## src/rtl/rtc_seq_engine.sv

```systemverilog
// -----------------------------------------------------------------------------
// rtc_seq_engine
//
// Table-driven transaction sequencer for the RTC control path. One engine runs
// any of NSEQ sequences. Each step of a sequence is a single bus write or read
// taken from an external combinational table indexed by (sequence, step).
// Sequence 0 is the init sequence. It runs automatically after reset, and no
// other sequence may start until it has completed once.
//
// Ports
//   clock, reset        system clock; asynchronous active-high reset
//   start_req[NSEQ]     request strobes, one per sequence (pulse or level)
//   tbl_seq/tbl_step    table index driven by the engine
//   tbl_addr/tbl_data   table contents for the indexed step
//   tbl_rd/tbl_last     table flags: read step / final step of the sequence
//   bus_addr/bus_wdata  registered transfer address and write data
//   bus_wr/bus_rd       transfer strobes, held until bus_done
//   bus_done/bus_rdata  one-cycle completion pulse, read data valid with it
//   rd_valid/rd_data/rd_step  one-cycle pulse with captured read data + step
//   active_seq          sequence currently (or most recently) running
//   busy                engine not idle
//   seq_done/seq_err    one-cycle pulses: normal completion / timeout abort
//   init_done           sticky, set when sequence 0 completes
// -----------------------------------------------------------------------------
module rtc_seq_engine #(
  parameter int ADDR_W  = 8,
  parameter int DATA_W  = 8,
  parameter int NSEQ    = 4,
  parameter int SEQ_W   = 2,
  parameter int STEP_W  = 5,
  parameter int TIMEOUT = 1023
) (
  input  logic              clock,
  input  logic              reset,
  input  logic [NSEQ-1:0]   start_req,
  output logic [SEQ_W-1:0]  tbl_seq,
  output logic [STEP_W-1:0] tbl_step,
  input  logic [ADDR_W-1:0] tbl_addr,
  input  logic [DATA_W-1:0] tbl_data,
  input  logic              tbl_rd,
  input  logic              tbl_last,
  output logic [ADDR_W-1:0] bus_addr,
  output logic [DATA_W-1:0] bus_wdata,
  output logic              bus_wr,
  output logic              bus_rd,
  input  logic              bus_done,
  input  logic [DATA_W-1:0] bus_rdata,
  output logic              rd_valid,
  output logic [DATA_W-1:0] rd_data,
  output logic [STEP_W-1:0] rd_step,
  output logic [SEQ_W-1:0]  active_seq,
  output logic              busy,
  output logic              seq_done,
  output logic              seq_err,
  output logic              init_done
);

  typedef enum logic [2:0] {
    ST_IDLE,
    ST_FETCH,
    ST_XFER,
    ST_NEXT,
    ST_DONE
  } state_e;

  // Step timer sized to hold TIMEOUT; a single bit when the timeout is off.
  localparam int TMR_W = (TIMEOUT > 1) ? $clog2(TIMEOUT + 1) : 1;
  localparam logic [TMR_W-1:0] TMR_LAST = TMR_W'((TIMEOUT > 0) ? TIMEOUT - 1 : 0);
  localparam logic [NSEQ-1:0]  INIT_MASK = NSEQ'(1);

  state_e              state_q, state_d;
  logic [NSEQ-1:0]     pending_q, pending_d;
  logic                init_done_q, init_done_d;
  logic [SEQ_W-1:0]    active_seq_q, active_seq_d;
  logic [STEP_W-1:0]   step_q, step_d;
  logic [ADDR_W-1:0]   addr_q, addr_d;
  logic [DATA_W-1:0]   wdata_q, wdata_d;
  logic                rd_flag_q, rd_flag_d;
  logic                last_flag_q, last_flag_d;
  logic [TMR_W-1:0]    timer_q, timer_d;
  logic                rd_valid_q, rd_valid_d;
  logic [DATA_W-1:0]   rd_data_q, rd_data_d;
  logic [STEP_W-1:0]   rd_step_q, rd_step_d;
  logic                seq_err_q, seq_err_d;

  logic [NSEQ-1:0]     eligible;
  logic                win_valid;
  logic [SEQ_W-1:0]    win_idx;
  logic [NSEQ-1:0]     pending_set;
  logic [NSEQ-1:0]     pending_clr;

  // ---------------------------------------------------------------------------
  // Arbitration: until init has completed only sequence 0 may start. Among the
  // eligible pending requests the lowest index wins; scanning downwards lets
  // the last (lowest) hit overwrite the others.
  // ---------------------------------------------------------------------------
  always_comb begin
    eligible  = init_done_q ? pending_q : (pending_q & INIT_MASK);
    win_valid = 1'b0;
    win_idx   = '0;
    for (int k = NSEQ - 1; k >= 0; k--) begin
      if (eligible[k]) begin
        win_valid = 1'b1;
        win_idx   = SEQ_W'(k);
      end
    end
  end

  // ---------------------------------------------------------------------------
  // Next-state and datapath logic.
  // NOTE: every signal assigned here gets its default first, so no path can
  // leave one unassigned and infer a latch.
  // ---------------------------------------------------------------------------
  always_comb begin
    state_d      = state_q;
    init_done_d  = init_done_q;
    active_seq_d = active_seq_q;
    step_d       = step_q;
    addr_d       = addr_q;
    wdata_d      = wdata_q;
    rd_flag_d    = rd_flag_q;
    last_flag_d  = last_flag_q;
    timer_d      = timer_q;
    rd_valid_d   = 1'b0;
    rd_data_d    = rd_data_q;
    rd_step_d    = rd_step_q;
    seq_err_d    = 1'b0;
    pending_set  = start_req;
    pending_clr  = '0;

    unique case (state_q)
      ST_IDLE: begin
        if (win_valid) begin
          active_seq_d         = win_idx;
          step_d               = '0;
          pending_clr[win_idx] = 1'b1;
          state_d              = ST_FETCH;
        end
      end

      ST_FETCH: begin
        addr_d      = tbl_addr;
        wdata_d     = tbl_data;
        rd_flag_d   = tbl_rd;
        last_flag_d = tbl_last;
        timer_d     = '0;
        state_d     = ST_XFER;
      end

      ST_XFER: begin
        if (bus_done) begin
          if (rd_flag_q) begin
            rd_data_d  = bus_rdata;
            rd_step_d  = step_q;
            rd_valid_d = 1'b1;
          end
          state_d = ST_NEXT;
        end else if ((TIMEOUT != 0) && (timer_q == TMR_LAST)) begin
          // Abort. A failed init has to be retried, so re-arm its request.
          seq_err_d = 1'b1;
          state_d   = ST_IDLE;
          if (active_seq_q == '0) begin
            pending_set[0] = 1'b1;
          end
        end else begin
          timer_d = timer_q + TMR_W'(1);
        end
      end

      ST_NEXT: begin
        // The final table index also ends the sequence, so an unterminated
        // table cannot wrap back to step 0.
        if (last_flag_q || (step_q == '1)) begin
          state_d = ST_DONE;
        end else begin
          step_d  = step_q + STEP_W'(1);
          state_d = ST_FETCH;
        end
      end

      ST_DONE: begin
        if (active_seq_q == '0) begin
          init_done_d = 1'b1;
        end
        state_d = ST_IDLE;
      end

      default: state_d = ST_IDLE;
    endcase

    // A request arriving in the cycle its sequence is selected is kept, so
    // the sequence runs again afterwards.
    pending_d = (pending_q & ~pending_clr) | pending_set;
  end

  // ---------------------------------------------------------------------------
  // State registers.
  // NOTE: sequential state uses non-blocking assignments only, so every flop
  // samples the values computed in the previous cycle regardless of order.
  // ---------------------------------------------------------------------------
  always_ff @(posedge clock or posedge reset) begin
    if (reset) begin
      state_q      <= ST_IDLE;
      pending_q    <= INIT_MASK;
      init_done_q  <= 1'b0;
      active_seq_q <= '0;
      step_q       <= '0;
      addr_q       <= '0;
      wdata_q      <= '0;
      rd_flag_q    <= 1'b0;
      last_flag_q  <= 1'b0;
      timer_q      <= '0;
      rd_valid_q   <= 1'b0;
      rd_data_q    <= '0;
      rd_step_q    <= '0;
      seq_err_q    <= 1'b0;
    end else begin
      state_q      <= state_d;
      pending_q    <= pending_d;
      init_done_q  <= init_done_d;
      active_seq_q <= active_seq_d;
      step_q       <= step_d;
      addr_q       <= addr_d;
      wdata_q      <= wdata_d;
      rd_flag_q    <= rd_flag_d;
      last_flag_q  <= last_flag_d;
      timer_q      <= timer_d;
      rd_valid_q   <= rd_valid_d;
      rd_data_q    <= rd_data_d;
      rd_step_q    <= rd_step_d;
      seq_err_q    <= seq_err_d;
    end
  end

  // ---------------------------------------------------------------------------
  // Outputs. The strobes are decoded straight from the state register, so they
  // can only be high in XFER, are mutually exclusive, and fall as soon as the
  // asynchronous reset clears the state.
  // ---------------------------------------------------------------------------
  assign bus_wr     = (state_q == ST_XFER) & ~rd_flag_q;
  assign bus_rd     = (state_q == ST_XFER) &  rd_flag_q;
  assign bus_addr   = addr_q;
  assign bus_wdata  = wdata_q;
  assign tbl_seq    = active_seq_q;
  assign tbl_step   = step_q;
  assign rd_valid   = rd_valid_q;
  assign rd_data    = rd_data_q;
  assign rd_step    = rd_step_q;
  assign active_seq = active_seq_q;
  assign busy       = (state_q != ST_IDLE);
  assign seq_done   = (state_q == ST_DONE);
  assign seq_err    = seq_err_q;
  assign init_done  = init_done_q;

endmodule

```

## config.mk

```make
export PLATFORM = sky130hd
export DESIGN_NAME = rtc_seq_engine
export DESIGN_NICKNAME = d
export VERILOG_FILES = /design/src/rtl/rtc_seq_engine.sv
export SDC_FILE = /design/constraint.sdc
export NUM_CORES = 1
export LEC_CHECK = 0
export CORE_MARGIN = 5
export CORE_UTILIZATION = 40
export DETAILED_ROUTE_END_ITERATION = 16
export HOLD_SLACK_MARGIN = 0.02
export MAX_ROUTING_LAYER = met4
export PLACE_DENSITY = 0.81
export SYNTH_ARGS = -nofsm -noshare
export SYNTH_HDL_FRONTEND = slang
export SYNTH_SLANG_ARGS = --single-unit
```

## constraint.sdc

```tcl
create_clock -name clock -period 4.95 [get_ports clock]
set_clock_uncertainty 0.05 [all_clocks]
set_input_delay 0.99 -clock clock [delete_from_list [all_inputs] [get_ports clock]]
set_output_delay 0.99 -clock clock [all_outputs]
set_load 0.03 [all_outputs]
```

==> results of run 1 <==
-- cell usage in the layout (no fill, tap or decap), types with 3 or more instances in the layout --
master                            count
sky130_fd_sc_hd__clkdlybuf4s50_1     77
sky130_fd_sc_hd__nand2_1             66
sky130_fd_sc_hd__dfrtp_1             57
sky130_fd_sc_hd__mux2_2              15
sky130_fd_sc_hd__nor2_1              12
sky130_fd_sc_hd__o21ai_0             10
sky130_fd_sc_hd__clkbuf_8            10
sky130_fd_sc_hd__a21oi_1              8
sky130_fd_sc_hd__inv_1                7
sky130_fd_sc_hd__nand3_1              7
sky130_fd_sc_hd__nor3_1               5
sky130_fd_sc_hd__or3_1                4
sky130_fd_sc_hd__ha_1                 4
sky130_fd_sc_hd__clkinv_2             4
sky130_fd_sc_hd__a21o_1               3
sky130_fd_sc_hd__o31ai_1              3
-- power by group through the flow --
stage / clock (mW) / combinational, mW / sequential (mW)
2_1_floorplan: 0 / 0.408 / 0.994
3_3_place_gp: 0 / 1.01 / 0.772
3_5_place_dp: 0 / 1.02 / 0.783
4_1_cts: 0.492 / 1.03 / 0.777
5_1_grt: 0.513 / 1.09 / 0.806
6_report: 0.477 / 1.01 / 0.778
-- routing by layer --
layer / share of wire [%] / up-vias
met4: 2.9 / 0
met1: 42 / 988
met3: 7.2 / 16
met2: 47 / 83
li1: - / 1002
met5: 0 / -
-- per-stage QoR --
stage | utilization (%) | setup slack (ns) | total power [mW] | instance area (sq um)
after floorplan | - | 2.484 | 1.402 | 2570
after global placement | 53.69 | 2.177 | 1.778 | 3390
after global routing | 57.13 | 1.597 | 2.413 | 3607
final | 57.13 | 1.727 | 2.265 | 3607
after CTS | 57.13 | 1.712 | 2.294 | 3607
after detailed placement | 53.69 | 2.096 | 1.805 | 3390
-- worst paths after layout --
| kind | start | endpoint | slack [ns] | depth (start not counted) |
|---|---|---|---|---|
| max in group asynchronous | reset | bus_wdata[6] | 3.24 | 3 |
| worst min-delay path | bus_wdata[4] | bus_wdata[4] | 0.42 | 2 |
| min in group asynchronous | reset | bus_wdata[1] | 1.13 | 3 |
| worst max-delay path | state_q[1] | bus_rd | 1.73 | 3 |
| worst max register to register | tbl_step[0] | tbl_step[3] | 2.93 | 7 |
| worst min register to register | bus_wdata[4] | bus_wdata[4] | 0.42 | 2 |
-- registers in the layout, summed over array words and instances, names as in the netlist --
register / flops
init_done: 1
rd_flag_q: 1
pending_q: 4
bus_wdata: 8
seq_err: 1
tbl_step: 5
active_seq: 2
rd_data: 8
state_q: 3
rd_step: 5
timer_q: 10
bus_addr: 8
rd_valid: 1
last_flag_q: 1
-- worst min-delay path, delay by kind of cell (launching register included) --
kind             cells  cell delay, ns
DFF                  1            0.34
and+or+nand+nor      2            0.10
-- cell type report --
| type | count | share of cell area [%] |
|---|---|---|
| well taps | 77 | 2.671 |
| multi-input cells | 170 | 28.41 |
| clock inverters | 6 | 2.220 |
| repair buffers | 79 | 21.78 |
| clock buffers | 10 | 3.815 |
| flip-flops and latches | 58 | 40.27 |
| inverters | 8 | 0.8325 |
-- cell families (layout without fill, tap and decap cells) --
kind of cell	count (synthesis)	in the layout
fa+ha+maj	4	4
simple gates	115	115
flops	58	58
mux	17	17
compound gates	34	34
buf+inv	18	103
==> run summary, run 1 <==
The flow ran to the end, and the final reports show no timing, DRC or antenna violations. The mux cell area share after synthesis came out at 7.352%. The count of final hold-check violations is 0.

The type of element launching the critical path is a flop. The final layout contains 363 nets. The top achievable clock speed is 310.3 MHz.

The final-report max-slew violation count is 0. The die is 90.16 microns tall. The longest clock path from root to sink contains 2 buffers.

In this run the worst path has a maximum fanout of 13. The count of cell types in the netlist came out at 45. On the critical path, the stage with the largest delay is an instance of sky130_fd_sc_hd__clkdlybuf4s50_1. The register share of total power came out at 34.3%. Combinational cells account for 44.6% of the total power.

The average vias per placed instance is 5.120. The number of violations reported at the end of detailed-routing iteration 0 came out at 162. The footprint of the flip-flops and latches is 1453 sq um. Traced cell by cell, the critical path runs through nor3b_4 > and2_1 > clkdlybuf4s50_1.

The area of the die is 8128 sq um. The worst path arrival time is 2.18 ns. The power dissipated by switching net loads came out at 0.9061 mW. The repair_antennas step left the layout with diodes totalling 0. The root cell of the clock tree is sky130_fd_sc_hd__clkbuf_8. The transition time of the tightest slew-check pin is 0.9060 ns.

On the critical path the largest part of the delay comes from buffers and inverters. The final estimated routing congestion in global placement is 0.8663. The biggest area contributor in the post-synthesis netlist is sky130_fd_sc_hd__dfrtp_1. Global routing consumed, on the met1 layer, 18.63% of the routing resources. Of the total power, the share spent switching nets is 40.00%. The adder-cell share of the synthesized area is 1.947%. The post-DP HPWL is 4.099 mm.

The total standard cell area after synthesis is 2570 sq um. Summed over all layers, the global routing overflow is 0. For this run, asynchronously set or reset flops after synthesis account for 100.0%. The area growth from synthesis to layout came out at 40.36%. The fraction of synthesized cell area taken by the top area cell type is 55.50%.

Summed over all failing endpoints, the final setup total negative slack is 0 ns. The global-route usage over all layers is 15.38%. The fraction of final layout cells sized beyond drive strength 1 came out at 12.99%. The static power due to leakage is 1.647 nW.

The count of buffers added on input and output ports is 77. The number of global-route vias before repair came to 2116. The stage delay of the slowest cell on the critical path is 0.70 ns. Internal power comes to 1.359 mW.

The met2 layer usage reported by global route came out at 23.17%. The relative contribution of the clock network to total power is 21.1%. The dominant combinational cell family by area after synthesis is simple AND/OR/NAND/NOR gates. The area inside the core boundary came out at 6314 sq um. The global-route track usage on met3 came out at 4.925%.

Hold timing on the final database bottoms out at a slack of 0.4234 ns. Of the total synthesized cell area, the portion taken by XOR and XNOR cells is 0%. The detailed-route wire length per cell is 14.13 microns. The level count of the clock H-tree came out at 3. The power per standard cell area is 628.0 nW/um^2. Summing the areas of all compound-gate instances in the mapped netlist gives 8.763% of the synthesized area. The post-synth net total came out at 283.

The simple-gate share of the synthesized area came out at 21.81%. The most used flip-flop cell after synthesis is sky130_fd_sc_hd__dfrtp_1. For this run, design rule violations remaining after detail routing come to 0. Buffers added to address setup during post-CTS repair amount to 0. The detailed-route via count came out at 2089. The number of failing setup endpoints in the final timing report came out at 0.

The clock slew at the register clock pins of the worst setup and hold paths came out at 0.07 ns. Across the run, the number of max-cap violations was 0. The first-pass iteration count of the detailed router is 4. For this run, the number of Yosys warnings is 0. The required arrival time at the worst endpoint is 3.91 ns. The critical path buffer and inverter count is 1. Gates resized during post-CTS repair numbered 0. In the final layout, the multi-input gates occupy 1025 sq um. The top-level I/O count came out at 78. Sorting the synthesized cells by how often they occur yields sky130_fd_sc_hd__nand2_1, sky130_fd_sc_hd__dfrtp_1, sky130_fd_sc_hd__mux2_2.

The number of instances in the synthesized netlist is 246. The count of flip-flops with a built-in enable after synthesis came out at 0. The clock reaches the later pin of the worst-skew pair after 0.33 ns. The highest-utilization routing layer at the global route stage is met2. The worst path needs 3.223 ns of the cycle, external delays included. The tightest min-delay check is of the flop to flop type.

The number of clock buffers inserted by TritonCTS came out at 9. Across the VDD grid, the largest voltage drop is 445.3 uV. Once detail routing completed, the nets flagged for antenna violations numbered 0. The kind of end point of the critical path is an output port. The die is 90.16 microns wide.

Yosys instantiated no cell more often than sky130_fd_sc_hd__nand2_1. The clock net sink count came out at 58. The fill cell total of the finished layout came out at 548.

The worst slew slack as a fraction of its limit came out at 39.42%. The number of buffers inserted for hold repair after clock tree synthesis is 0. The non-filler instance count after layout is 408. The count of placed standard cells including taps came out at 392. The row count came out at 29. The post-detailed-routing wire length is 5.765 mm. The sequential-to-total area share from yosys stat came out at 56.52%. Setup repair after global routing left no endpoint under its margin. The starting utilization of the core area came out at 40.71%. The CTS tree is built. The initial antenna violation count came out at 0. The pin count of the biggest net entering global routing is 59. The synthesized area per cell is 10.45 sq um.

The post-synthesis sequential element count is 58. After layout, the worst path uses 65.11% of the clock period. The type of the worst setup path is flop to output port. After synthesis, the cell types taking the most area are sky130_fd_sc_hd__dfrtp_1, sky130_fd_sc_hd__nand2_1, sky130_fd_sc_hd__mux2_2. The first global-routing pass estimated 9.922 mm of wire.
No activity file was read; power rests on OpenSTA's default activity.
==> run 2, diff against run 1 <==
- clock period: 4.95 -> 3.3 ns (I/O delays scaled with it)
==> run 2 against run 1 <==
Against the previous run:
- setup slack worse by 1.3 ns
- die area unchanged
- register-to-register slack worse by 1.7 ns
- sequential power grew 50%
- critical path depth is the same
- critical endpoint is now seq_done
- worst hold slack better by 0.0046 ns
- clock power rose by 38%
- largest power group unchanged
- sequential share of layout area grew 0.070 points
- non-clock buffer count increased by 1
- design area shrank 0.17%
==> run summary, run 2 (synthesis results as in run 1) <==
The flip-flop count of the largest register, all copies and words added is 10. The die covers 8128 sq um. Per report_power, the sequential group accounts for 35.0% of the total. The initial antenna violation count is 0. The remaining number of nets flagged by the antenna check after routing came out at 0. By startpoint and endpoint, the worst setup path is classified as flop to output port. The clock slew at the register clock pins of the worst setup and hold paths is 0.06 ns. After routing, the total negative slack on setup checks comes to 0 ns.

The number of remaining DRC errors is 0. The die is 90.16 microns tall. The final antenna diode count came out at 0. The number of buffers inserted for hold repair after clock tree synthesis is 0. The largest voltage drop on the vdd net is 536.9 uV. The width of the chip came out at 90.16 microns.

The total internal power came out at 1.988 mW. In this run the number of H-tree levels came out at 3. The tree is rooted in a sky130_fd_sc_hd__clkbuf_8.

The detailed-route wire length per cell came out at 14.44 microns. The signal on the critical path passes through inv_1 > nor3_1 > clkdlybuf4s50_1. In this run, the combinational gates consume 45.5% of the power. In this run the worst path has a maximum fanout of 10. The multi-input combinational cell area is 1025 sq um.

The worst hold path begins at bus_wdata[4]. The top cell types in the final layout, fill and taps aside, are sky130_fd_sc_hd__clkdlybuf4s50_1, sky130_fd_sc_hd__nand2_1, sky130_fd_sc_hd__dfrtp_1. The sequential cells in the finished layout cover a total of 1453 sq um. The largest buffer count on any clock path is 2. TritonCTS built the clock tree. After the last flow step, the layout net total stands at 364.

The count of buffers added by post-CTS timing repair for setup is 0. The switching share of power came out at 40.84%. In this run the critical register-to-register path is launched from tbl_step[0]. The worst path needs 2.847 ns of the cycle, external delays included. The slowest stage of the critical path is the sky130_fd_sc_hd__clkdlybuf4s50_1 cell. The number of failing setup endpoints in the final timing report is 0. The worst path arrival time came out at 2.14 ns. Together, buffers and inverters on the worst path number 2. The area growth from synthesis to layout is 40.12%.

The top achievable clock speed is 351.3 MHz. The detailed-route via count is 2094. The pin count of the biggest net entering global routing is 29. Once the clock tree was built, the resizer swapped 0 gates to a different size. The worst slew slack as a fraction of its limit came out at 38.40%. The post-detailed-routing wire length is 5.906 mm. The tree built by TritonCTS fans out to 58 sinks. The kind of end point of the critical path is an output port.

The global-route wire length before repair is 10.20 mm. The number of global-route vias before repair is 2203. The fill cell total of the finished layout came out at 528. The number of clock buffers inserted by TritonCTS is 9.

The required arrival time at the worst endpoint came out at 2.59 ns. The library cell used most frequently in the layout, excluding fill and tap cells, is sky130_fd_sc_hd__clkdlybuf4s50_1. The share of total power dissipated in the clock network is 19.5%.

STA classifies the critical path startpoint as a flop. The most critical setup path has its startpoint at state_q[2]. The area inside the core boundary came out at 6314 sq um. The count of final hold-check violations came out at 0. The pre-antenna-repair detailed-routing pass consisted of 4 iterations. The global-route usage over all layers came out at 15.77%. The final cell area excluding filler cells is 3601 sq um. Port buffering added 77 buffers. The top-level I/O count came out at 78.

Counting flops per register, the top entry is timer_q. The row count came out at 29. After detailed routing, the number of vias per cell comes to 5.120. The max capacitance violation total came out at 0. For the worst-skew pair, the clock arrives at the later sink with an insertion delay of 0.33 ns. The path class of the tightest hold or removal check is flop to flop. The starting utilization of the core area is 40.71%. After legalization and detailed placement, the total HPWL measured 4.306 mm. The transition time of the tightest slew-check pin is 0.9212 ns. After detailed placement, the total cell area comes to 3397 sq um. The cell family contributing the most delay on the critical path is buffers and inverters. The total congestion overflow came out at 0. Of the cells placed in the final design, the portion with a size suffix greater than 1 is 13.25%. The stage delay of the slowest cell on the critical path came out at 0.74 ns.

The final-report max-slew violation count is 0. The share of the clock period used by the worst path came out at 86.26%. In this run the static leakage power is 1.641 nW. The congestion estimate from routability-driven global placement came to 0.8713. The total power after layout came out at 3.360 mW. The number of violations reported at the end of detailed-routing iteration 0 came out at 101. The run finished with clean final reports. The power dissipated by switching net loads came out at 1.372 mW. The power per standard cell area came out at 933.1 nW/um^2. Setup repair after global routing left no endpoint under its margin.
==> run 2: final cells by class <==
cell class	count	area share, %
Sequential cell	58	40.34
Multi-Input combinational cell	170	28.46
Timing Repair Buffer	80	22.03
Clock buffer	11	4.204
Tap cell	77	2.675
Clock inverter	5	1.459
Inverter	8	0.8339
==> run 2: through the flow <==
| stage | cells | hold WS [ns] | util [%] | worst slack, ns |
|---|---|---|---|---|
| after floorplan | 246 | 0.4101 | - | 1.164 |
| after global placement | 393 | 0.4066 | 53.81 | 0.8553 |
| after detailed placement | 393 | 0.4137 | 53.81 | 0.8070 |
| after CTS | 409 | 0.4322 | 57.04 | 0.4468 |
| after global routing | 409 | 0.4614 | 57.04 | 0.2922 |
| final | 409 | 0.4279 | 57.04 | 0.4533 |
==> run 2: layer usage <==
layer	track usage [%]	share of wire, %	vias up
li1	-	-	1011
met3	5.259	6.5	15
met1	18.22	43	995
met4	5.955	2.1	0
met2	25.49	49	73
met5	-	0	-
==> run 2: worst reg2reg max path: stages (launching register included) <==
cell and delay, ns:
sky130_fd_sc_hd__dfrtp_1 0.42, sky130_fd_sc_hd__ha_1 0.24, sky130_fd_sc_hd__and3_1 0.19, sky130_fd_sc_hd__ha_1 0.19, sky130_fd_sc_hd__and4bb_2 0.34, sky130_fd_sc_hd__nand4_1 0.13, sky130_fd_sc_hd__or3_1 0.32, sky130_fd_sc_hd__o21ai_0 0.08
==> run 2: worst paths after layout <==
path	depth (start not counted)	to	slack (ns)
setup reg to reg	7	tbl_step[3]	1.26
setup / recovery	3	seq_done	0.45
max in group asynchronous	3	pending_q[0]	1.76
hold reg to reg	2	bus_wdata[4]	0.43
hold / removal	2	bus_wdata[4]	0.43
min in group asynchronous	2	bus_wdata[1]	0.66
==> run 2: power groups by stage <==
stage          sequential (mW)  clock, mW  combinational (mW)
5_1_grt                   1.21      0.704                1.65
3_5_place_dp              1.18          0                1.53
6_report                  1.17      0.657                1.53
4_1_cts                   1.17      0.673                1.54
3_3_place_gp              1.16          0                1.51
2_1_floorplan             1.49          0               0.613
==> run 3, diff against run 2 <==
- CORE_UTILIZATION: 40 -> 47
- PLACE_DENSITY: 0.81 -> 0.91
==> run 3 against run 2 <==
Against the previous run:
- final cell count down 1.5%
- design area down 0.69%
- non-clock buffer count unchanged
- power down 1.2%
- routed wire length down 0.56%
- core utilization up 9.1 points
- sequential share of layout area up 0.28 points
- via count up 1.7%
- maximum frequency up 0.13%
- flip-flop and latch count unchanged
==> run summary, run 3 (synthesis results as in run 1) <==
The CTS tree is built. For this run, the total global-route usage over all layers was measured as 18.42%. The average vias per placed instance came out at 5.285. The fraction of final layout cells sized beyond drive strength 1 is 12.39%. The min-delay analysis places its worst path in the category flop to flop. The core region is 5405 sq um. The remaining number of nets flagged by the antenna check after routing is 0.

The first-pass iteration count of the detailed router came out at 4. The worst register-to-register path begins at tbl_step[0]. The global-route track usage on met3 is 5.528%.

The relative contribution of the clock network to total power came out at 18.6%. The capturing instance or port of the critical path is seq_done. Once the floorplan was initialized, standard cells occupied 47.55% of the core. The capture point of the worst reg-to-reg path is tbl_step[3]. The aggregate negative setup slack is 0 ns. The fill cell total of the finished layout is 406. The final-report max-slew violation count was 0. The count of final hold-check violations is 0. The clock slew at the register clock pins of the worst setup and hold paths is 0.06 ns. After detailed routing, the number of remaining DRC violations is 0. The clock net sink count came out at 58.

The final layout contains routed wiring with a total length of 5.873 mm. The initial antenna violation count is 0. STA puts the critical path data arrival time at 2.13 ns. The area of the die came out at 7047 sq um. The detailed-route via count is 2130.

The width of the chip is 83.95 microns. The share of the clock period used by the worst path is 86.16%. The detailed-route wire length per cell came out at 14.57 microns. After global routing, the most crowded layer is met2. The number of nets in the layout came out at 364. The global-route wire length before repair came out at 10.05 mm. The top-level I/O count came out at 78.

The static power due to leakage came out at 1.633 nW. The number of buffers inserted for hold repair after clock tree synthesis is 0. The largest voltage drop on the vdd net came out at 611.9 uV. The required arrival time at the worst endpoint is 2.59 ns. The met2 layer usage reported by global route came out at 30.44%.

The setup check on the worst reg-to-reg path leaves a slack of 1.23 ns. STA classifies the critical path endpoint as an output port. The maximum net fanout on the critical path came out at 10. Tracing the worst setup path back leads to its startpoint at state_q[2]. In the layout the commonest cells are sky130_fd_sc_hd__clkdlybuf4s50_1, sky130_fd_sc_hd__nand2_1, sky130_fd_sc_hd__dfrtp_1. The flow ran to the end, and the final reports show no timing, DRC or antenna violations. Setup violations remaining at the end of the flow were counted as 0. The cell count of the worst hold path came out at 2. The top achievable clock speed is 351.7 MHz. The final antenna diode count is 0. The number of global-route vias before repair came out at 2175. The flip-flop count of the largest register, all copies and words added is 10.

The max capacitance violation total came out at 0. The share of total power dissipated in sequential elements is 35.3%. The length in cells of the worst reg-to-reg path is 7. The die extent in y is 83.95 microns. The number of clock buffers inserted by TritonCTS came out at 9. The level count of the clock H-tree is 3.

The total congestion overflow is 0. The switching share of power is 40.81%. The transition time of the tightest slew-check pin is 0.8989 ns. Setup repair after global routing left no endpoint under its margin. The pin count of the biggest net entering global routing came out at 24. The post-DP HPWL came out at 4.340 mm. The number of buffer cells added on primary ports came out at 77. The count of buffers added by post-CTS timing repair for setup came out at 0.

In this run, post-CTS repair resized a total of 0 instances. The largest register by flop count is timer_q. Clock latency on the worst-skew pair, taken at its later pin, is 0.32 ns. The row count is 27.

The portion of total power attributed to combinational logic came out at 46.1%. The largest buffer count on any clock path came out at 2. The final estimated routing congestion in global placement is 0.8240. Leaving out fill and tap cells, the most frequent cell in the layout is sky130_fd_sc_hd__clkdlybuf4s50_1.

The time the final worst path needs with I/O delays and setup is 2.843 ns. The type of element launching the critical path is a flop. In this run the tightest slew margin relative to its limit is 39.89%. The analysis attributes to net switching a power of 1.355 mW.

The number of violations reported at the end of detailed-routing iteration 0 is 74. The met1 demand-to-capacity share in global routing is 21.04%. The power per standard cell area came out at 928.7 nW/um^2. The critical path is of the flop to output port type. Relative to the synthesized area, the layout overhead comes to 39.14%. The root buffer cell chosen for the clock tree is sky130_fd_sc_hd__clkbuf_8.

The total internal power is 1.966 mW. The total power after layout came out at 3.321 mW.
## run 3: changes by cell type in the layout (fill, tap and decap cells not counted), sizes merged
cell	previous run	this run
clkinvlp	1	0
clkinv	3	2
clkbuf	11	12
## run 3: layout make-up
class	count	area (sq um)	area share [%]
Clock buffer	12	145.1	4.059
Sequential cell	58	1453	40.62
Timing Repair Buffer	80	793.3	22.18
Clock inverter	3	40.04	1.120
Multi-Input combinational cell	170	1025	28.66
Inverter	8	30.03	0.8397
Tap cell	72	90.09	2.519
## run 3: worst min-delay path by stage
stage | startpoint | to
2_1_floorplan | rd_flag_q | rd_flag_q
4_1_cts | bus_addr[1] | bus_addr[1]
3_5_place_dp | bus_addr[1] | bus_addr[1]
5_1_grt | bus_addr[1] | bus_addr[1]
6_report | bus_addr[1] | bus_addr[1]
3_3_place_gp | bus_addr[1] | bus_addr[1]
## run 3: critical path: stages (launching register included)
cell,delay (ns)
sky130_fd_sc_hd__dfrtp_1,0.59
sky130_fd_sc_hd__inv_1,0.18
sky130_fd_sc_hd__nor3_1,0.30
sky130_fd_sc_hd__clkdlybuf4s50_1,0.74
## run 3: metrics by stage
stage / setup slack [ns] / std cells / utilization, % / cell area [sq um] / hold slack (ns)
after floorplan: 1.164 / 246 / - / 2570 / 0.4101
after global placement: 0.8653 / 388 / 62.73 / 3391 / 0.4069
after detailed placement: 0.8218 / 388 / 62.73 / 3391 / 0.4134
after CTS: 0.4437 / 403 / 66.16 / 3576 / 0.4262
after global routing: 0.3408 / 403 / 66.16 / 3576 / 0.4411
final: 0.4569 / 403 / 66.16 / 3576 / 0.4285
## run 3: per-layer routing
layer,share of wire [%],vias to the layer above
li1,-,1012
met1,42,1038
met2,51,74
met3,5.8,6
met4,0.89,0
met5,0,-
## run 3: power groups by stage
stage / Combinational, mW / Sequential [mW] / Clock [mW]
detailed placement: 1.54 / 1.18 / 0
floorplan: 0.613 / 1.49 / 0
finish: 1.53 / 1.17 / 0.619
global route: 1.64 / 1.22 / 0.672
global placement: 1.50 / 1.16 / 0
CTS: 1.55 / 1.17 / 0.634
==> RTL change: new RTL, flow settings as in run 3 <==
Reset style: synchronous (`reset`), changed in one clocked block. Comments in the files are not updated.
--- a/src/rtl/rtc_seq_engine.sv
+++ b/src/rtl/rtc_seq_engine.sv
@@ -198,7 +198,7 @@
   // NOTE: sequential state uses non-blocking assignments only, so every flop
   // samples the values computed in the previous cycle regardless of order.
   // ---------------------------------------------------------------------------
-  always_ff @(posedge clock or posedge reset) begin
+  always_ff @(posedge clock) begin
     if (reset) begin
       state_q      <= ST_IDLE;
       pending_q    <= INIT_MASK;
Formal check against the unedited RTL: differs if reset is asserted again (counterexample within 4 cycles, from zero or initial values and one cycle with reset high); with reset held inactive, the same outputs for 10 cycles.
==> RTL change against run 3 <==
- sequential cell count stayed put
- sequential share of layout area is 7.2 points lower
- area after synthesis is 2.3% lower
- first-iteration DRC count is 89% higher
- worst setup slack better by 1.0 ps
- wire length is 7.6% higher
- cell area is 2.8% lower
- critical path type unchanged
- critical endpoint is now bus_rd
- largest cell class is now multi-input combinational cells
Power is not compared: it rests on default switching activity, and its combinational part moved more than twofold at a synthesized area within 25%.
==> RTL change: results (changes against run 3) <==
pin count of the biggest net entering global routing 54 (was 24); Layout Cells excl Fill 449 (was 403); status completed (unchanged); max FFs per register 10 (unchanged); synthesized instance count 305 (was 246); Post-synth top flop dfxtp_1 (was dfrtp_1); pre-CTS setup slack 777.5 ps (was 821.8 ps); IR Drop Worst-Case VDD 0.0004046 V; Worst-Skew Late Latency about 330 ps; cts bufs inserted 9 (unchanged); Crit Path Max Fanout 16 (was 10); reg2reg setup slack 1120 ps (was 1230 ps); Min-Delay Path Class register to register (unchanged); ratio of cells with drive above 1 in the final layout 0.07388 (was 0.1239); initial antenna violation count 0 (unchanged); Total Routing Usage GR 0.1923 (was 0.1842); number of vias per cell 5.267 (was 5.285); Slew headroom 0.3521 (was 0.3989); Worst-path clk slew about 70 ps; GP Congestion 0.8825 (was 0.8240); Reg-to-Reg Start tbl_step[0] (unchanged); ys async rst share 0 (was 1.000); final net count 412 (was 364); iteration-0 DRC count of the detailed router 140 (was 74); number of diodes 0 (unchanged); hpwl dp 4439 um (was 4340 um); Syn Nets 342 (was 283); # resized after CTS 0 (unchanged); vias in the first global route 2247 (was 2175); Worst Setup SP state_q[2] (unchanged); RR Endpoint tbl_step[3] (unchanged); Post-synth top cells nand2_1 (83), dfxtp_1 (58), a21oi_1 (44), nor2_1 (16), or3_1 (10) (was nand2_1 (66), dfrtp_1 (57), mux2_2 (15), nor2_1 (12), o21ai_0 (10)); Seq/Total Area, Yosys 0.4624 (was 0.5652); WL per Instance 14.07 um (was 14.57 um); H-tree depth 3 (unchanged); worst hold path depth 2 (unchanged); Largest Register timer_q (unchanged); post-synth cell types 45 (unchanged); critical path endpoint bus_rd (was seq_done); number of synthesis warnings 0 (unchanged); Layout fillers 454 (was 406); clk buf depth 2 (unchanged); FMAX 351.9 MHz (was 351.7 MHz); cell count after placement 434 (was 388); hold buffer count at CTS 0 (unchanged); first-pass GRT wire length 10620 um (was 10050 um); synth top area cells dfxtp_1 (46%), nand2_1 (12%), a21oi_1 (8.8%), mux2i_1 (3.6%), or3_1 (2.5%) (was dfrtp_1 (56%), nand2_1 (9.6%), mux2_2 (6.6%), ha_1 (1.9%), o21ai_0 (1.9%)); worst r2r path cells 7 (unchanged)
==> RTL change: cell types whose count changed in the layout (fill, tap and decap cells not counted), sizes merged, moves of 7 or more <==
cell,change
mux2i,+7
mux2,-15
dfrtp,-57
a21oi,+37
nand2,+16
or3,+7
dfxtp,+58
==> RTL change: area by class of cell <==
type | instances | area (um2) | area share
sequential | 58 | 1161 | 0.3342
timing repair buffer | 78 | 773.2 | 0.2225
clock buffer | 9 | 123.9 | 0.03565
inverter | 7 | 26.28 | 0.007562
clock inverter | 6 | 82.58 | 0.02377
multi-input combinational | 221 | 1220 | 0.3511
tap | 70 | 87.58 | 0.02521
==> RTL change: cells by family (layout without fill, tap and decap cells) <==
kind of cell | after synthesis | after routing | synth area share
DFF | 58 | 58 | 0.4624
and+or+nand+nor | 140 | 140 | 0.2601
buffers and inverters | 26 | 100 | 0.05182
muxes | 9 | 9 | 0.03588
AOI/OAI and AO/OA | 68 | 68 | 0.1699
adders and majority gates | 4 | 4 | 0.01993
==> RTL change: power breakdown <==
part           total, mW  internal, mW  switching [mW]
sequential         0.762         0.733          0.0290
clock              0.694         0.416           0.278
combinational      0.313         0.135           0.178
==> RTL change: worst max-delay path: stages, from the launching register on <==
cell	delay [ps]
dfxtp_1	470
nor3b_1	450
and2_1	190
clkdlybuf4s50_1	690
==> RTL change: per-stage QoR <==
step / power, mW / area (um2)
after global placement: 1.079 / 3268
after floorplan: 0.9761 / 2511
after global routing: 1.839 / 3475
final: 1.768 / 3475
after detailed placement: 1.088 / 3268
after CTS: 1.782 / 3475
==> RTL change: routing by layer <==
layer  vias up  global-route usage  wire length, um
li1       1187                   -                -
met1      1099              0.2170             2697
met2        67              0.3185             3192
met4         0             0.07875              123
met5         -                   -                0
met3        12             0.05644              305
==> RTL change: worst min path at each step <==
| stage | start | to | slack (ps) |
|---|---|---|---|
| 3_5_place_dp | bus_wdata[7] | bus_wdata[7] | 400 |
| 2_1_floorplan | timer_q[9] | timer_q[9] | 390 |
| 6_report | bus_addr[5] | bus_addr[5] | 400 |
| 3_3_place_gp | rd_data[2] | rd_data[2] | 390 |
| 5_1_grt | bus_addr[5] | bus_addr[5] | 430 |
| 4_1_cts | bus_wdata[1] | bus_wdata[1] | 400 |
